## src/rtl/mips_pkg.sv

```systemverilog
// Fetch-side shared types: address/instruction widths,
// reset PC, fetch FSM states and the queue entry layout.
package mips_pkg;
  localparam int AW = 30;
  localparam int IW = 32;
  localparam logic [AW-1:0] RESET_PC = 30'h00000C00;

  typedef enum logic [1:0] {
    IDLE,
    REQ,
    WAIT,
    DROP
  } fetch_state_e;

  typedef struct packed {
    logic [AW-1:0] pc;
    logic [IW-1:0] inst;
  } fetch_entry_t;
endpackage

```

## src/rtl/fetch_unit_if.sv

```systemverilog
// Instruction-memory request/response and decode-side
// instruction handshake of the fetch unit.
interface fetch_unit_if;
  import mips_pkg::*;

  logic          imem_req;
  logic [AW-1:0] imem_addr;
  logic          imem_gnt;
  logic          imem_rvalid;
  logic [IW-1:0] imem_rdata;
  logic          inst_valid;
  logic [IW-1:0] inst;
  logic [AW-1:0] inst_pc;
  logic          inst_ready;

  modport master (
    output imem_req, imem_addr,
    input  imem_gnt, imem_rvalid, imem_rdata,
    output inst_valid, inst, inst_pc,
    input  inst_ready
  );

  modport slave (
    input  imem_req, imem_addr,
    output imem_gnt, imem_rvalid, imem_rdata,
    input  inst_valid, inst, inst_pc,
    output inst_ready
  );
endinterface

```

## src/rtl/fetch_fifo.sv

```systemverilog
// Shift-register instruction queue; entry 0 is the head,
// so head data and valid come straight from flops.
module fetch_fifo
  import mips_pkg::*;
#(
  parameter int DEPTH = 2,
  localparam int CW = $clog2(DEPTH + 1)
) (
  input  logic         clk,
  input  logic         rst_n,
  input  logic         flush,
  input  logic         push,
  input  fetch_entry_t din,
  input  logic         pop,
  output fetch_entry_t dout,
  output logic         valid,
  output logic [CW-1:0] count
);
  fetch_entry_t     mem  [DEPTH];
  fetch_entry_t     nmem [DEPTH];
  logic [DEPTH-1:0] vld, nvld;
  logic [CW-1:0]    ncnt;
  logic             take;

  assign take  = pop & vld[0];
  assign dout  = mem[0];
  assign valid = vld[0];

  always_comb begin
    nmem = mem;
    nvld = vld;
    ncnt = count;
    if (take) begin
      for (int i = 0; i < DEPTH - 1; i++) begin
        nmem[i] = mem[i+1];
      end
      nvld = vld >> 1;
      ncnt = count - CW'(1);
    end
    // write lands behind whatever survives the pop
    if (push && ncnt != CW'(DEPTH)) begin
      for (int i = 0; i < DEPTH; i++) begin
        if (CW'(i) == ncnt) begin
          nmem[i] = din;
          nvld[i] = 1'b1;
        end
      end
      ncnt = ncnt + CW'(1);
    end
    if (flush) begin
      nvld = '0;
      ncnt = '0;
    end
  end

  always_ff @(posedge clk or negedge rst_n) begin
    if (!rst_n) begin
      for (int i = 0; i < DEPTH; i++) begin
        mem[i] <= '0;
      end
      vld   <= '0;
      count <= '0;
    end else begin
      mem   <= nmem;
      vld   <= nvld;
      count <= ncnt;
    end
  end
endmodule

```

## src/rtl/fetch_unit.sv

```systemverilog
// Instruction fetch: one outstanding imem read, redirect
// with flush, and a small queue towards decode.
module fetch_unit #(
  parameter logic [mips_pkg::AW-1:0] RESET_PC =
    mips_pkg::RESET_PC,
  parameter int DEPTH = 2
) (
  input  logic                    clk,
  input  logic                    rst_n,
  input  logic                    redirect,
  input  logic [mips_pkg::AW-1:0] npc_in,
  fetch_unit_if.master            bus
);
  import mips_pkg::*;

  localparam int CW = $clog2(DEPTH + 1);

  fetch_state_e  state, nstate;
  logic [AW-1:0] fetch_pc, npc;
  logic          req, push, pop;
  logic [CW-1:0] count;
  fetch_entry_t  wdata, head;
  logic          head_vld;

  always_ff @(posedge clk or negedge rst_n) begin
    if (!rst_n) begin
      state    <= IDLE;
      fetch_pc <= RESET_PC;
    end else begin
      state    <= nstate;
      fetch_pc <= npc;
    end
  end

  always_comb begin
    nstate = state;
    npc    = fetch_pc;
    req    = 1'b0;
    push   = 1'b0;
    unique case (state)
      IDLE: nstate = REQ;
      REQ: begin
        req = count < CW'(DEPTH);
        if (req && bus.imem_gnt) begin
          npc    = fetch_pc + AW'(1);
          nstate = redirect ? DROP : WAIT;
        end
      end
      WAIT: begin
        if (bus.imem_rvalid) begin
          push   = !redirect;
          nstate = REQ;
        end else if (redirect) begin
          nstate = DROP;
        end
      end
      DROP: if (bus.imem_rvalid) nstate = REQ;
      default: nstate = IDLE;
    endcase
    if (redirect) npc = npc_in;
  end

  // in WAIT the granted address is always one behind fetch_pc
  assign wdata = '{pc: fetch_pc - AW'(1),
                   inst: bus.imem_rdata};
  assign pop   = head_vld & bus.inst_ready;

  fetch_fifo #(.DEPTH(DEPTH)) u_fifo (
    .clk   (clk),
    .rst_n (rst_n),
    .flush (redirect),
    .push  (push),
    .din   (wdata),
    .pop   (pop),
    .dout  (head),
    .valid (head_vld),
    .count (count)
  );

  assign bus.imem_req   = req;
  assign bus.imem_addr  = fetch_pc;
  assign bus.inst_valid = head_vld;
  assign bus.inst       = head.inst;
  assign bus.inst_pc    = head.pc;
endmodule
```

## src/flat_wrapper.sv

```systemverilog
// flat-port wrapper written by rule: the top's interface ports become plain ports
module fetch_unit_flat import mips_pkg::*;
#(
  parameter logic [mips_pkg::AW-1:0] RESET_PC =
    mips_pkg::RESET_PC,
  parameter int DEPTH = 2
)
  (clk, rst_n, redirect, npc_in, bus_imem_req, bus_imem_addr, bus_imem_gnt, bus_imem_rvalid, bus_imem_rdata, bus_inst_valid, bus_inst, bus_inst_pc, bus_inst_ready);
  fetch_unit_if bus_i ();
  input  logic clk;
  input  logic rst_n;
  input  logic redirect;
  input  logic [mips_pkg::AW-1:0] npc_in;
  output wire logic [$bits(bus_i.imem_req)-1:0] bus_imem_req;
  output wire logic [$bits(bus_i.imem_addr)-1:0] bus_imem_addr;
  input wire logic [$bits(bus_i.imem_gnt)-1:0] bus_imem_gnt;
  input wire logic [$bits(bus_i.imem_rvalid)-1:0] bus_imem_rvalid;
  input wire logic [$bits(bus_i.imem_rdata)-1:0] bus_imem_rdata;
  output wire logic [$bits(bus_i.inst_valid)-1:0] bus_inst_valid;
  output wire logic [$bits(bus_i.inst)-1:0] bus_inst;
  output wire logic [$bits(bus_i.inst_pc)-1:0] bus_inst_pc;
  input wire logic [$bits(bus_i.inst_ready)-1:0] bus_inst_ready;
  assign bus_imem_req = bus_i.imem_req;
  assign bus_imem_addr = bus_i.imem_addr;
  assign bus_i.imem_gnt = bus_imem_gnt;
  assign bus_i.imem_rvalid = bus_imem_rvalid;
  assign bus_i.imem_rdata = bus_imem_rdata;
  assign bus_inst_valid = bus_i.inst_valid;
  assign bus_inst = bus_i.inst;
  assign bus_inst_pc = bus_i.inst_pc;
  assign bus_i.inst_ready = bus_inst_ready;
  fetch_unit #(.RESET_PC(RESET_PC), .DEPTH(DEPTH)) u_core (.clk(clk), .rst_n(rst_n), .redirect(redirect), .npc_in(npc_in), .bus(bus_i));
endmodule
```

## config.mk

```make
export PLATFORM = sky130hd
export DESIGN_NAME = fetch_unit_flat
export DESIGN_NICKNAME = d
export VERILOG_FILES = /design/src/rtl/mips_pkg.sv /design/src/rtl/fetch_unit_if.sv /design/src/rtl/fetch_fifo.sv /design/src/rtl/fetch_unit.sv /design/src/flat_wrapper.sv
export SDC_FILE = /design/constraint.sdc
export NUM_CORES = 1
export LEC_CHECK = 0
export CORE_MARGIN = 2
export CORE_UTILIZATION = 40
export CTS_BUF_LIST = sky130_fd_sc_hd__clkbuf_8
export DETAILED_ROUTE_END_ITERATION = 6
export GPL_ROUTABILITY_DRIVEN = 0
export PLACE_DENSITY = 0.63
export SLEW_MARGIN = 20
export SYNTH_ARGS = -nofsm -noshare
export SYNTH_HDL_FRONTEND = slang
export SYNTH_HIERARCHICAL = 1
export SYNTH_SLANG_ARGS = --single-unit
```

## constraint.sdc

```tcl
create_clock -name clk -period 4.7 [get_ports clk]
set_input_delay 1.175 -clock clk [delete_from_list [all_inputs] [get_ports clk]]
set_output_delay 1.175 -clock clk [all_outputs]
set_load 0.01 [all_outputs]
```

# == Word level (Yosys, flattened, before mapping) ==
# Index checks and enable logic that the tools add are counted.
# totals
register_bits,160
mem_bits_ro,0
elab_cells,57
inputBits,68
latch_bits,0
ramBits,0
output_inout_bits,94
memories,0
# op_classes
shift,0
n_bitwise,2
muxes,24
eq_ne,8
n_mul,0
div_mod_pow,0
order_cmp,1
n_reduce_logical,10
addsub,4
# op_table
op,n
2-to-1 mux 62 bit,3
2-to-1 mux 124 bit,1
2-to-1 mux 30 bit,3
adder 30 x 1 -> 30 bit (second input constant),1
subtractor 30 x 1 -> 30 bit (second input constant),1
2-to-1 mux 2 bit,10
case mux 2 bit (4 select lines),1
2-to-1 mux 1 bit,6
== test 2 bit (second input constant),2
logical NOT 2 bit,2
!= test 2 bit (second input constant),2
AND reduction 2 bit,2
nonzero test 2 bit,2
!= test 3 bit (second input constant),1
AND reduction 3 bit,1
adder 2 x 1 -> 2 bit (second input constant),1
bitwise AND 1 bit,2
== test 1 x 2 -> 1 bit (first input constant),1
== test 2 x 1 -> 1 bit (second input constant),1
logical AND 1 bit,2
< comparator 2 bit (second input constant),1
!= test 2 x 1 -> 1 bit (second input constant),1
subtractor 2 x 1 -> 2 bit (second input constant),1
logical NOT 1 bit,1

# == Logic depth before layout (Yosys ltp) ==
# Gate-level depths: netlist of the first run.
# depth
depth_word,7
ltp_mapped,9
ltp_nobuf,8

# == By module ==
# Netlist of the first run, hierarchy kept.
# by_module_without_submodules
mod,n_inst,cells_each,seq_area_each_um2,area_per_inst_um2
fetch_fifo,1,486,3203.1,5845.6
fetch_unit,1,299,803.3,2514.9

# == Least setup slack after synthesis of the first run ==
# Ideal clock, no wire load.
# synth_path
kind,input to register
start,input bus_inst_ready
end,register u_core/u_fifo/mem[10] in the netlist's numbering
setup_time_ns,0.128
arrival_time_ns,2.404
required_ns,4.572
path_slack_ns,2.168
n_path_buf,1
stages,6
path_cell_list,and2_1 -> and2_1 -> nor3b_2 -> o21ai_4 -> buf_4 -> mux2_1
# synth_between
elab_chain_cells,6
elab_cells_between_ends,7
classes_between,eq/ne: 2; mux: 1; bitwise: 2; reduce/logical: 2
# synth_rtl
item,line,rtl
start: declaration,flat_wrapper.sv:22,input wire logic [$bits(bus_i.inst_ready)-1:0] bus_inst_ready;
bitwise AND 1 bit (*),fetch_unit.sv:66,assign pop = head_vld & bus.inst_ready;
bitwise AND 1 bit (*),fetch_fifo.sv:25,assign take = pop & vld[0];
2-to-1 mux 2 bit (*),fetch_fifo.sv:33,if (take) begin
!= test 2 bit,fetch_fifo.sv:41,if (push && ncnt != CW'(DEPTH)) begin
logical AND 1 bit,fetch_fifo.sv:41,
AND reduction 2 bit (no source line) (*),--,
end signal: assignment,fetch_fifo.sv:64,mem <= nmem;
end: declaration,fetch_fifo.sv:19,fetch_entry_t mem [DEPTH];
# Mark *: on every way between the ends. The rest lies on a longest branch, timed or not.
# A chain may end at the register's enable or synchronous reset.

# == Worst setup path after layout of the first run ==
# layout_path
start,register u_core.state[1]
end,output bus_imem_req
# layout_between
elab_chain_cells,2
# layout_rtl
item,line,rtl
start: declaration,fetch_unit.sv:18,"fetch_state_e state, nstate;"
start signal: assignment,fetch_unit.sv:30,state <= nstate;
== test 2 x 1 -> 1 bit,fetch_unit.sv:40,unique case (state)
2-to-1 mux 1 bit,fetch_unit.sv:40,
end: declaration,flat_wrapper.sv:14,output wire logic [$bits(bus_i.imem_req)-1:0] bus_imem_req;
# Every way passes these cells.

==> run summary, run 1 <==
The max-slew headroom at the worst pin is a little under half. VDD sags by at most 0.181 mV. The xor/xnor share of the synthesized area came out at under 10%. Clock tree synthesis inserted a total of 17 buffers. In this run the worst hold path is classified as reg -> reg. The number of buffers added for setup after CTS came out at 0.

In this run, placement finished with an instance count of 1,117. The port buffer count is approximately 160. The flow ran to the end, and the final reports show no timing, DRC or antenna violations. The path type of the worst setup path is reg -> out. The endpoint identified for the worst register-to-register timing path is u_core/u_fifo/mem[55]. The sum of negative setup slack came out at 0 ps. The kind of start point of the critical path is a flop. The clock net sink count is 160.

Once detail routing completed, the nets flagged for antenna violations numbered 0. The area of all placed cells without fillers is between 10,000 and 15,000 um^2. The met3 routing resource usage after global routing came out at around 3.7%. The post-synthesis cell count came out at 785. The layout cell share with drive strength beyond 1 is ~8.1%. The die height is about 150 um. The effective utilization at floorplan came out at 41.1%. The number of antenna violations at the first check in global routing is 0.

The largest net degree at the start of global routing is 90. The first global-routing pass estimated ~30 mm of wire. The mean routed wirelength per cell came out at approximately 15 um. The netlist area before placement is roughly 8400 um^2.

The deepest clock path buffer count is 2. The number of vias in the routed layout came out at between 5,000 and 6,000. For this block, the initial DRC count from the detailed router was between 200 and 300.

The minimum setup slack among reg-to-reg paths came out at ~2200 ps. The maximum cell stage delay along the critical path is approximately 600 ps. The placed standard-cell area came out at around 9700 um^2.

The worst register-to-register path begins at u_core/bus.imem_addr[3]. The switching power came out at around 1.4 mW. The number of optimization iterations in the first detailed-route pass came out at 5.

The clock period minus worst slack is 3210 ps. Clock-pin slew was measured on the worst setup and hold paths at approximately 90 ps. The number of slew-limit violations in the final report was 0.

The compound-cell area share of the yosys netlist came out at under 10%. The number of nets handed over by synthesis was 858. The worst-margin pin slew came out at a little over 800 ps.

The internal power came out at about 3.0 mW. The met2 layer usage reported by global route is 24.9%. The achievable frequency came out at 0.311 GHz. The number of top-level pins is about 160. Of all nets on the critical path, the largest fanout is 5. The layout overhead on the synthesized area came out at 20.5%. The completed layout was analyzed and its total power is about 4.4 mW. The average size of a mapped cell is 10.7 um^2. The clock network power share came out at 24.0%. After filler insertion, the fill cell instance count of the layout stands at roughly 1,900. For the final database, setup skew stands at 10.8 ps. The core region area is approximately 20,000 um^2. The critical path goes through inv_1, ha_1, nor2b_1, clkdlybuf4s50_1.

Once the clock tree was built, the resizer swapped 0 gates to a different size. Per report_power, the combinational group accounts for 31.2% of the total. Setup repair after global routing left no endpoint under its margin. The DRC violation count after routing came out at 0. The startpoint of the worst setup timing path is u_core/state[1]. The number of buffers added to fix hold violations after cts is 0. The depth of the CTS H-tree is 4. Clock latency on the worst-skew pair, taken at its later pin, is approximately 460 ps.

The count of cells along the worst hold path is 1. The data required time at the worst endpoint is roughly 3500 ps. After synthesis, the largest family of logic cells by area is multiplexers. The via count of the first global-routing pass came out at about 5,600. The fraction of power consumed by sequential logic came out at 44.8%. The cell sitting at the root of the clock tree is a clkbuf_8.

The total power divided by cell area is between 400 and 500 nW/um^2. The global-route congestion overflow total is 0. The largest individual stage delay along the critical path comes from the cell clkdlybuf4s50_1. The die covers between 20,000 and 25,000 um^2. Row generation in the floorplan step produced 52 rows. The critical path arrival is approximately 2000 ps. The worst setup path is captured at an output port. Of the available clock period, the critical path in the final layout requires about two thirds. The layer flagged by global routing as most heavily used is met1. The post-synthesis share of cell area spent on and, or, nand and nor gates is ~14%.

The netlist uses between 50 and 60 different library cells. The combined global-route utilization of all metal layers is approximately 17%. The number of storage elements in the synthesis netlist came out at 160. The count of yosys warnings during synthesis is 6. Across the run, the number of max-cap violations was 0. The capturing element of the worst setup path is bus_imem_req.

The HPWL after detailed placement is 12.2 mm. The final instance count without filler cells came out at ~1,100. The share of the Yosys chip area taken by registers is between 40 and 50%. The static leakage power came out at 4.77 nW.

Multiplexer cells account for ~16% of the synthesized area. The net switching fraction of the power is between 30% and 40%. TritonCTS built the clock tree. The antenna diode count came out at 0.

The net count of the finished layout came out at approximately 940. The met1 track utilization from global routing came out at 25.1%. Summing the areas of all fa, ha and maj instances in the mapped netlist gives 0.748% of the synthesized area. The ratio of routed vias to standard cells is 4.94. The total wirelength of the detailed-routed design came out at 17.8 mm. The hold violation total from the final report is 0. The final setup violation count is 0. The width of the die is 149 um.

The worst reg2reg path depth is 6.
==> how the worst min path moves through the flow <==
stage                                      from                     to  slack (ps)
after floorplan           u_core/u_fifo/mem[10]  u_core/u_fifo/mem[10]         460
after global routing      u_core/u_fifo/mem[41]  u_core/u_fifo/mem[41]         510
after CTS                 u_core/u_fifo/mem[41]  u_core/u_fifo/mem[41]         500
final                     u_core/u_fifo/mem[33]  u_core/u_fifo/mem[33]         500
after global placement     u_core/u_fifo/mem[2]   u_core/u_fifo/mem[2]         470
after detailed placement  u_core/u_fifo/mem[41]  u_core/u_fifo/mem[41]         480
==> area by class of cell <==
type	instances	area [um^2]	area share, %
flip-flops and latches	160	4010	39.8
multi-input cells	506	3590	35.7
repair buffers	170	1690	16.8
well taps	270	338	3.35
clock buffers	17	234	2.32
clock inverters	15	173	1.71
inverters	11	41.3	0.410
==> power by group through the flow <==
stage	Sequential [mW]	Combinational (mW)	Clock (mW)
2_1_floorplan	1.89	0.986	0
3_3_place_gp	1.99	1.35	0
3_5_place_dp	2.00	1.38	0
4_1_cts	1.97	1.38	1.09
5_1_grt	2.01	1.49	1.15
6_report	1.96	1.36	1.05
==> cell usage after synthesis, drive strengths merged <==
cell | number | share of area [%]
dfrtp | 158 | 47
nand2 | 113 | 5.2
o21ai | 95 | 5.8
buf | 92 | 7.9
mux2 | 63 | 8.5
mux2i | 63 | 7.5
xor2 | 38 | 4.0
xnor2 | 19 | 2.0
nor2 | 18 | 0.81
clkbuf | 16 | 0.73
nand4 | 15 | 1.1
nand3 | 12 | 0.78
nor3 | 12 | 0.78
inv | 11 | 0.49
nor4 | 10 | 1.7
a21oi | 6 | 0.36
and3 | 5 | 0.37
ha | 5 | 0.75
and2 | 4 | 0.30
nand2b | 3 | 0.22
nor3b | 3 | 0.39
nor4b | 3 | 0.57
or2 | 3 | 0.22
or3 | 3 | 0.28
or4 | 3 | 0.36
dfstp | 2 | 0.63
o31ai | 2 | 0.18
a2111oi | 1 | 0.10
a21boi | 1 | 0.090
and3b | 1 | 0.10
and4 | 1 | 0.10
nand3b | 1 | 0.090
nand4b | 1 | 0.18
nor2b | 1 | 0.075
o22ai | 1 | 0.075
==> stage by stage <==
stage	utilization [%]	worst slack [ps]	hold WS, ps
final	49.5	1490	496
after global routing	49.5	1350	509
after CTS	49.5	1440	500
after detailed placement	47.5	1220	480
after global placement	47.5	1280	473
after floorplan	-	2170	464
==> cells by family (layout without fill, tap and decap cells) <==
kind of cell,after synthesis,after routing
and+or+nand+nor,212,212
DFF,160,160
muxes,126,126
buffers and inverters,119,213
AOI/OAI and AO/OA,106,106
xor gates and xnor gates,57,57
adders and majority gates,5,5
==> registers in the layout (all words and copies together) (netlist names) <==
signal and cells:
u_core/u_fifo/dout 62, u_core/state 2, u_core/u_fifo/vld 2, u_core/u_fifo/mem 62, u_core/bus.imem_addr 30, u_core/u_fifo/count 2
==> cells in the final DEF, fill, tap and decap left out, drive strengths merged, types with 11 or more instances in the layout <==
cell type / n
nand3: 12
mux2i: 63
clkdlybuf4s50: 159
mux2: 63
nor3: 12
nand2: 113
xor2: 38
o21ai: 95
buf: 11
inv: 20
nor2: 18
clkbuf: 17
nand4: 15
xnor2: 19
dfrtp: 158
==> worst max-delay path: cells and delay by family (launching register included) <==
kind | cells | cell delay, ps
buffers and inverters | 2 | 670
DFF | 1 | 430
and+or+nand+nor | 1 | 260
adders and majority gates | 1 | 230
==> metal layers <==
layer	up-vias	wire length [um]
met1	2719	8810
li1	2793	-
met3	21	925
met2	147	7860
met5	-	0
met4	0	203
Power figures use the tool's default switching activity.
==> inputs of run 2 (changes only) <==
Clock period 4.7 ns to 3.3 ns, I/O delays scaled along.
==> run 2 against run 1 <==
  * Wire length about the same
  * Register-to-register slack worse by 1500 ps
  * Clock power up 38%
  * First-iteration DRC count down 6.9%
  * Combinational power up 45%
  * Critical endpoint unchanged
==> run summary, run 2 (same netlist as run 1, synthesis figures left out) <==
Outcome: finished, final reports clean (unchanged). The layout cell share with drive strength beyond 1 was 8.39% (was 8.08%). The flip-flop and latch area came out at 4010 um^2 (unchanged). The total CTS buffers came out at 17 (unchanged). The worst reg2reg path depth is 6 (unchanged). The global-route wire length before repair came out at 29.0 mm (was 29.6 mm).

The final setup violation count came out at 0 (unchanged). The total wirelength of the detailed-routed design came out at 17.8 mm (about the same). The DRC violation count after routing is 0 (unchanged). The mean routed wirelength per cell came out at 15.4 um (was 15.5 um). The ratio of routed vias to standard cells came out at 4.92 (was 4.94). The layout overhead on the synthesized area came out at 21.5% (was 20.5%). The final instance count without filler cells was 1,152 (was 1,149). The CTS tree is built (unchanged). The residual antenna-violating net count after detailed routing is 0 (unchanged). The fraction of the core area covered by cells at the end of the flow is 49.9% (was 49.5%). The count of max-cap constraint violations came out at 0 (unchanged). The sum of negative setup slack is 0 ps (unchanged).

The global-route congestion overflow total came out at 0 (unchanged). The combined global-route utilization of all metal layers was 16.6% (was 16.9%). The total of fill cells in the finished design is 1,891 (was 1,881). The port buffer count came out at 161 (unchanged). The worst-margin pin slew was 757 ps (was 809 ps). The insertion delay to the later sink of the worst-skew pair came out at 440 ps (was 460 ps). The area of the die is 22,100 um^2 (unchanged). The placed standard-cell area came out at 9770 um^2 (was 9670 um^2). The core region area is 20,400 um^2 (unchanged).

The number of buffers added for setup after CTS is 0 (unchanged). The final-layout worst hold slack is 315 ps (was 496 ps). The most common library cell in the layout ignoring fill and taps is clkdlybuf4s50_1 (unchanged). The via count of the first global-routing pass came to 5,536 (was 5,563). The number of DRC violations after detailed-routing iteration 0 is 241 (was 259). The net count of the finished layout is 942 (was 939). The data required time at the worst endpoint came to 2470 ps (was 3520 ps). The number of slew-limit violations in the final report came to 0 (unchanged). The area of all placed cells without fillers came out at 10,200 um^2 (was 10,100 um^2). The largest net degree at the start of global routing came out at 64 (was 90). Static timing analysis puts the maximum clock frequency at about 0.35 GHz. Setup repair after global routing missed its margin: no (unchanged). The cell count after placement is 1,120 (was 1,117). The number of antenna violations at the first check in global routing was 0 (unchanged). The number of gates resized after cts came out at 0 (unchanged). The depth of the CTS H-tree came to 4 (unchanged).

The class of the tightest hold or removal check is in -> async (was reg -> reg). The critical path arrival came out at 2000 ps (was 2040 ps). The static leakage power came out at 4.81 nW (was 4.77 nW). The number of vias in the routed layout is 5,672 (was 5,680). The maximum vdd ir drop is 0.273 mV (was 0.181 mV). The total power divided by cell area is 609 nW/um^2 (was 434 nW/um^2). The max-slew headroom at the worst pin came out at 49.1% (was 45.6%).

The HPWL after detailed placement came out at 12.2 mm (about the same). The final clock period utilization by the worst path came out at a little under nine tenths. The row count was 52 (unchanged). The cell at the root of the clock tree is clkbuf_8 (unchanged). The sort of element at the end of the critical path was an output port (unchanged).

The CTS clock-pin slew for the worst setup and hold paths is 90 ps (about the same). The maximum clock skew at final layout came out at 13.5 ps (was 10.8 ps). The number of buffers added to fix hold violations after cts is 0 (unchanged).

The number of optimization iterations in the first detailed-route pass is 4 (was 5). The effective utilization at floorplan came out at 41.1% (unchanged). The path type of the worst setup path was reg -> out (unchanged). The width of the die is 149 um (unchanged). The area taken by multi-input logic gates came out at 3590 um^2 (unchanged). The deepest clock path buffer count is 2 (unchanged).

The die height is 149 um (unchanged). The clock period minus worst slack is about 2800 ps. The clock net sink count is 160 (unchanged). Top library cells by usage in the layout, fill and taps aside: clkdlybuf4s50_1, dfrtp_1, nand2_1 (unchanged). The kind of start point of the critical path is a flop (unchanged).

The maximum fanout count along the critical path is 5 (unchanged). The hold violation total from the final report came out at 0 (unchanged). The antenna diode count is 0 (unchanged). The number of top-level pins is 162 (unchanged).
[run 2: path summary, 6_finish.rpt]
path	startpoint	endpoint	slack [ps]
max	u_core/state[1]	bus_imem_req	470
min reg2reg	u_core/u_fifo/mem[16]	u_core/u_fifo/mem[16]	490
max in group asynchronous	rst_n	u_core/bus.imem_addr[11]	2150
min in group clk	u_core/u_fifo/mem[16]	u_core/u_fifo/mem[16]	490
max reg2reg	u_core/bus.imem_addr[3]	u_core/u_fifo/mem[55]	690
min	rst_n	u_core/bus.imem_addr[17]	310
[run 2: critical path: stages, from the launching register on]
cell and delay [ps]:
dfrtp_1 430, inv_1 70, ha_1 220, nor2b_1 260, clkdlybuf4s50_1 580
[run 2: per-layer routing]
layer  track usage [%]  vias up  share of wire [%]
li1                  -     2788                  -
met4              5.29        0               0.96
met5                 0        -                  0
met1              24.4     2727                 51
met2              24.3      149                 44
met3              3.90        8                4.7
[run 2: area by class of cell]
cell class | instances | area share, %
flip-flops and latches | 160 | 39.4
multi-input cells | 506 | 35.4
repair buffers | 173 | 17.6
well taps | 270 | 3.33
clock buffers | 17 | 2.30
clock inverters | 15 | 1.58
inverters | 11 | 0.406
[run 2: report_power, final]
group          switching (mW)  leakage [nW]  internal (mW)
logic                   0.847          2.50           1.12
clock network           0.764         0.197          0.682
registers               0.348          2.10           2.43
[run 2: per-stage QoR]
stage	worst slack, ps	total power [mW]
2_1_floorplan	1050	4.10
3_3_place_gp	357	4.77
3_5_place_dp	328	4.81
4_1_cts	426	6.28
5_1_grt	357	6.58
6_report	472	6.19
==> inputs of run 3 (changes only) <==
Settings changed: MAX_ROUTING_LAYER from default to met4.
==> run 3 against run 2 <==
  * Core utilization unchanged
  * Setup slack got worse by 2.4 ps
  * Clock skew decreased by 1.8 ps
  * Combinational power about the same
  * Sequential cell count unchanged
  * Power about the same
  * Cell count unchanged
  * Register-to-register slack improved by 40 ps
  * Wire length decreased by 0.37%
  * Via count about the same
  * Critical path depth unchanged
  * Critical path type unchanged
  * Largest power group unchanged
==> run summary, run 3 (same netlist as run 1, synthesis figures left out) <==
The final setup violation count came out at 0 (unchanged). The antenna diode count was 0 (unchanged). The minimum setup slack among reg-to-reg paths is 730 ps (was 690 ps). The endpoint of the worst-slack reg-to-reg timing path is u_core/u_fifo/mem[55] (unchanged). The hold violation total from the final report is 0 (unchanged). The max-slew headroom at the worst pin is 49.0% (was 49.1%).

The global-route wire length before repair came out at 29.0 mm (about the same). The number of optimization iterations in the first detailed-route pass is 5 (was 4). The via count of the first global-routing pass came to 5,532 (was 5,536). The achievable frequency was 0.353 GHz (was 0.354 GHz). The capturing element of the worst setup path is bus_imem_req (unchanged).

The largest net degree at the start of global routing came out at 64 (unchanged). The part of the total power dissipated in combinational logic is 31.8% (about the same). The area of all placed cells without fillers is 10,200 um^2 (unchanged).

The core region area came out at 20,400 um^2 (unchanged). Top library cells by usage in the layout, fill and taps aside: clkdlybuf4s50_1, dfrtp_1, nand2_1 (unchanged). The most common library cell in the layout ignoring fill and taps is clkdlybuf4s50_1 (unchanged). The port buffer count is 161 (unchanged). The startpoint of the worst setup timing path is u_core/state[1] (unchanged).

The internal power was 4.23 mW (about the same). The maximum clock skew at final layout was 11.7 ps (was 13.5 ps). The number of slew-limit violations in the final report came out at 0 (unchanged).

The critical path arrival is 2010 ps (was 2000 ps). The kind of start point of the critical path is a flop (unchanged). The maximum fanout count along the critical path is 5 (unchanged). The residual antenna-violating net count after detailed routing is 0 (unchanged). The total power divided by cell area was 609 nW/um^2 (about the same). The global-route congestion overflow total came out at 0 (unchanged). The switching power came out at 1.96 mW (about the same). The net count of the finished layout came out at 942 (unchanged).

The count of max-cap constraint violations is 0 (unchanged). The CTS tree is built (unchanged). The worst-margin pin slew came out at 759 ps (was 757 ps).

The width of the die is 149 um (unchanged). The deepest clock path buffer count came to 2 (unchanged). The insertion delay to the later sink of the worst-skew pair came out at 450 ps (was 440 ps). The number of top-level pins is 162 (unchanged). The number of DRC violations after detailed-routing iteration 0 is 247 (was 241). The total CTS buffers is 17 (unchanged). The clock net sink count is 160 (unchanged). The sort of element at the end of the critical path is an output port (unchanged). The maximum vdd ir drop is 0.278 mV (was 0.273 mV). The number of buffers added for setup after CTS came out at 0 (unchanged). The cell at the root of the clock tree is clkbuf_8 (unchanged). The row count is 52 (unchanged). The layout cell share with drive strength beyond 1 is 8.39% (unchanged). The CTS clock-pin slew for the worst setup and hold paths came to 90 ps (about the same).

Outcome: finished, final reports clean (unchanged). The net switching fraction of the power was 31.6% (about the same). The effective utilization at floorplan is 41.1% (unchanged). The path type of the worst setup path is reg -> out (unchanged). The number of vias in the routed layout is 5,667 (was 5,672). The clock period minus worst slack is 2830 ps (about the same). The mean routed wirelength per cell came out at 15.4 um (about the same). The total wirelength of the detailed-routed design came out at 17.7 mm (was 17.8 mm). The final-layout worst hold slack came out at 308 ps (was 315 ps). The class of the tightest hold or removal check is in -> async (unchanged). The number of gates resized after cts is 0 (unchanged).

The combined global-route utilization of all metal layers came out at 17.1% (was 16.6%). The HPWL after detailed placement came out at 12.2 mm (unchanged). Setup repair after global routing missed its margin: no (unchanged).

The post-layout total power is 6.19 mW (about the same). The area of the die is 22,100 um^2 (unchanged). The startpoint of the worst register-to-register path is u_core/bus.imem_addr[3] (unchanged). The die height is 149 um (unchanged). The layout overhead on the synthesized area is 21.5% (unchanged). The number of antenna violations at the first check in global routing is 0 (unchanged). The sum of negative setup slack was 0 ps (unchanged). The placed standard-cell area is 9770 um^2 (unchanged). The data required time at the worst endpoint came out at 2470 ps (about the same). The number of buffers added to fix hold violations after cts came out at 0 (unchanged). The final clock period utilization by the worst path was 85.8% (was 85.7%).

The DRC violation count after routing is 0 (unchanged). The clock network power share was 23.4% (about the same). The ratio of routed vias to standard cells is 4.92 (about the same). The depth of the CTS H-tree came out at 4 (unchanged).

The worst reg2reg path depth was 6 (unchanged). The static leakage power is 4.81 nW (unchanged). The fraction of power consumed by sequential logic is 44.8% (about the same).
-- run 3: how the worst min path moves through the flow --
stage / start / to / slack [ps] / cells after the start
floorplan: u_core/u_fifo/mem[10] / u_core/u_fifo/mem[10] / 460 / 1
global placement: u_core/u_fifo/mem[9] / u_core/u_fifo/mem[9] / 470 / 1
detailed placement: u_core/u_fifo/mem[50] / u_core/u_fifo/mem[50] / 480 / 1
CTS: rst_n / u_core/bus.imem_addr[17] / 300 / 1
global route: rst_n / u_core/bus.imem_addr[18] / 320 / 1
finish: rst_n / u_core/bus.imem_addr[17] / 310 / 1
-- run 3: power by group through the flow --
stage               sequential [mW]  clock (mW)  combinational, mW
floorplan                      2.70           0               1.40
global placement               2.82           0               1.95
detailed placement             2.82           0               1.99
CTS                            2.78        1.50               2.00
global route                   2.85        1.59               2.15
finish                         2.77        1.45               1.97
-- run 3: area by class of cell --
type / count / area (um^2)
multi-input combinational: 506 / 3590
inverter: 11 / 41.3
sequential: 160 / 4010
fill: 1891 / 10200
timing repair buffer: 173 / 1790
clock inverter: 15 / 160
tap: 270 / 338
clock buffer: 17 / 234
-- run 3: through the flow --
step	cells	util, %	setup slack, ps
2_1_floorplan	785	-	1050
3_3_place_gp	1120	48.0	357
3_5_place_dp	1120	48.0	328
4_1_cts	1152	49.9	426
5_1_grt	1152	49.9	357
6_report	1152	49.9	470
-- run 3: critical path, cell delays in order, from the launching register on --
cell and delay [ps]:
dfrtp_1 430, inv_1 70, ha_1 230, nor2b_1 250
clkdlybuf4s50_1 580
-- run 3: layer usage --
metal | wire (um) | up-vias | track usage (%) | part of all wire [%]
met5 | 0 | - | - | 0
met4 | 228 | 0 | 5.29 | 1.3
met3 | 831 | 13 | 3.47 | 4.7
met2 | 7710 | 152 | 24.2 | 43
met1 | 8960 | 2712 | 24.8 | 51
li1 | - | 2790 | - | -
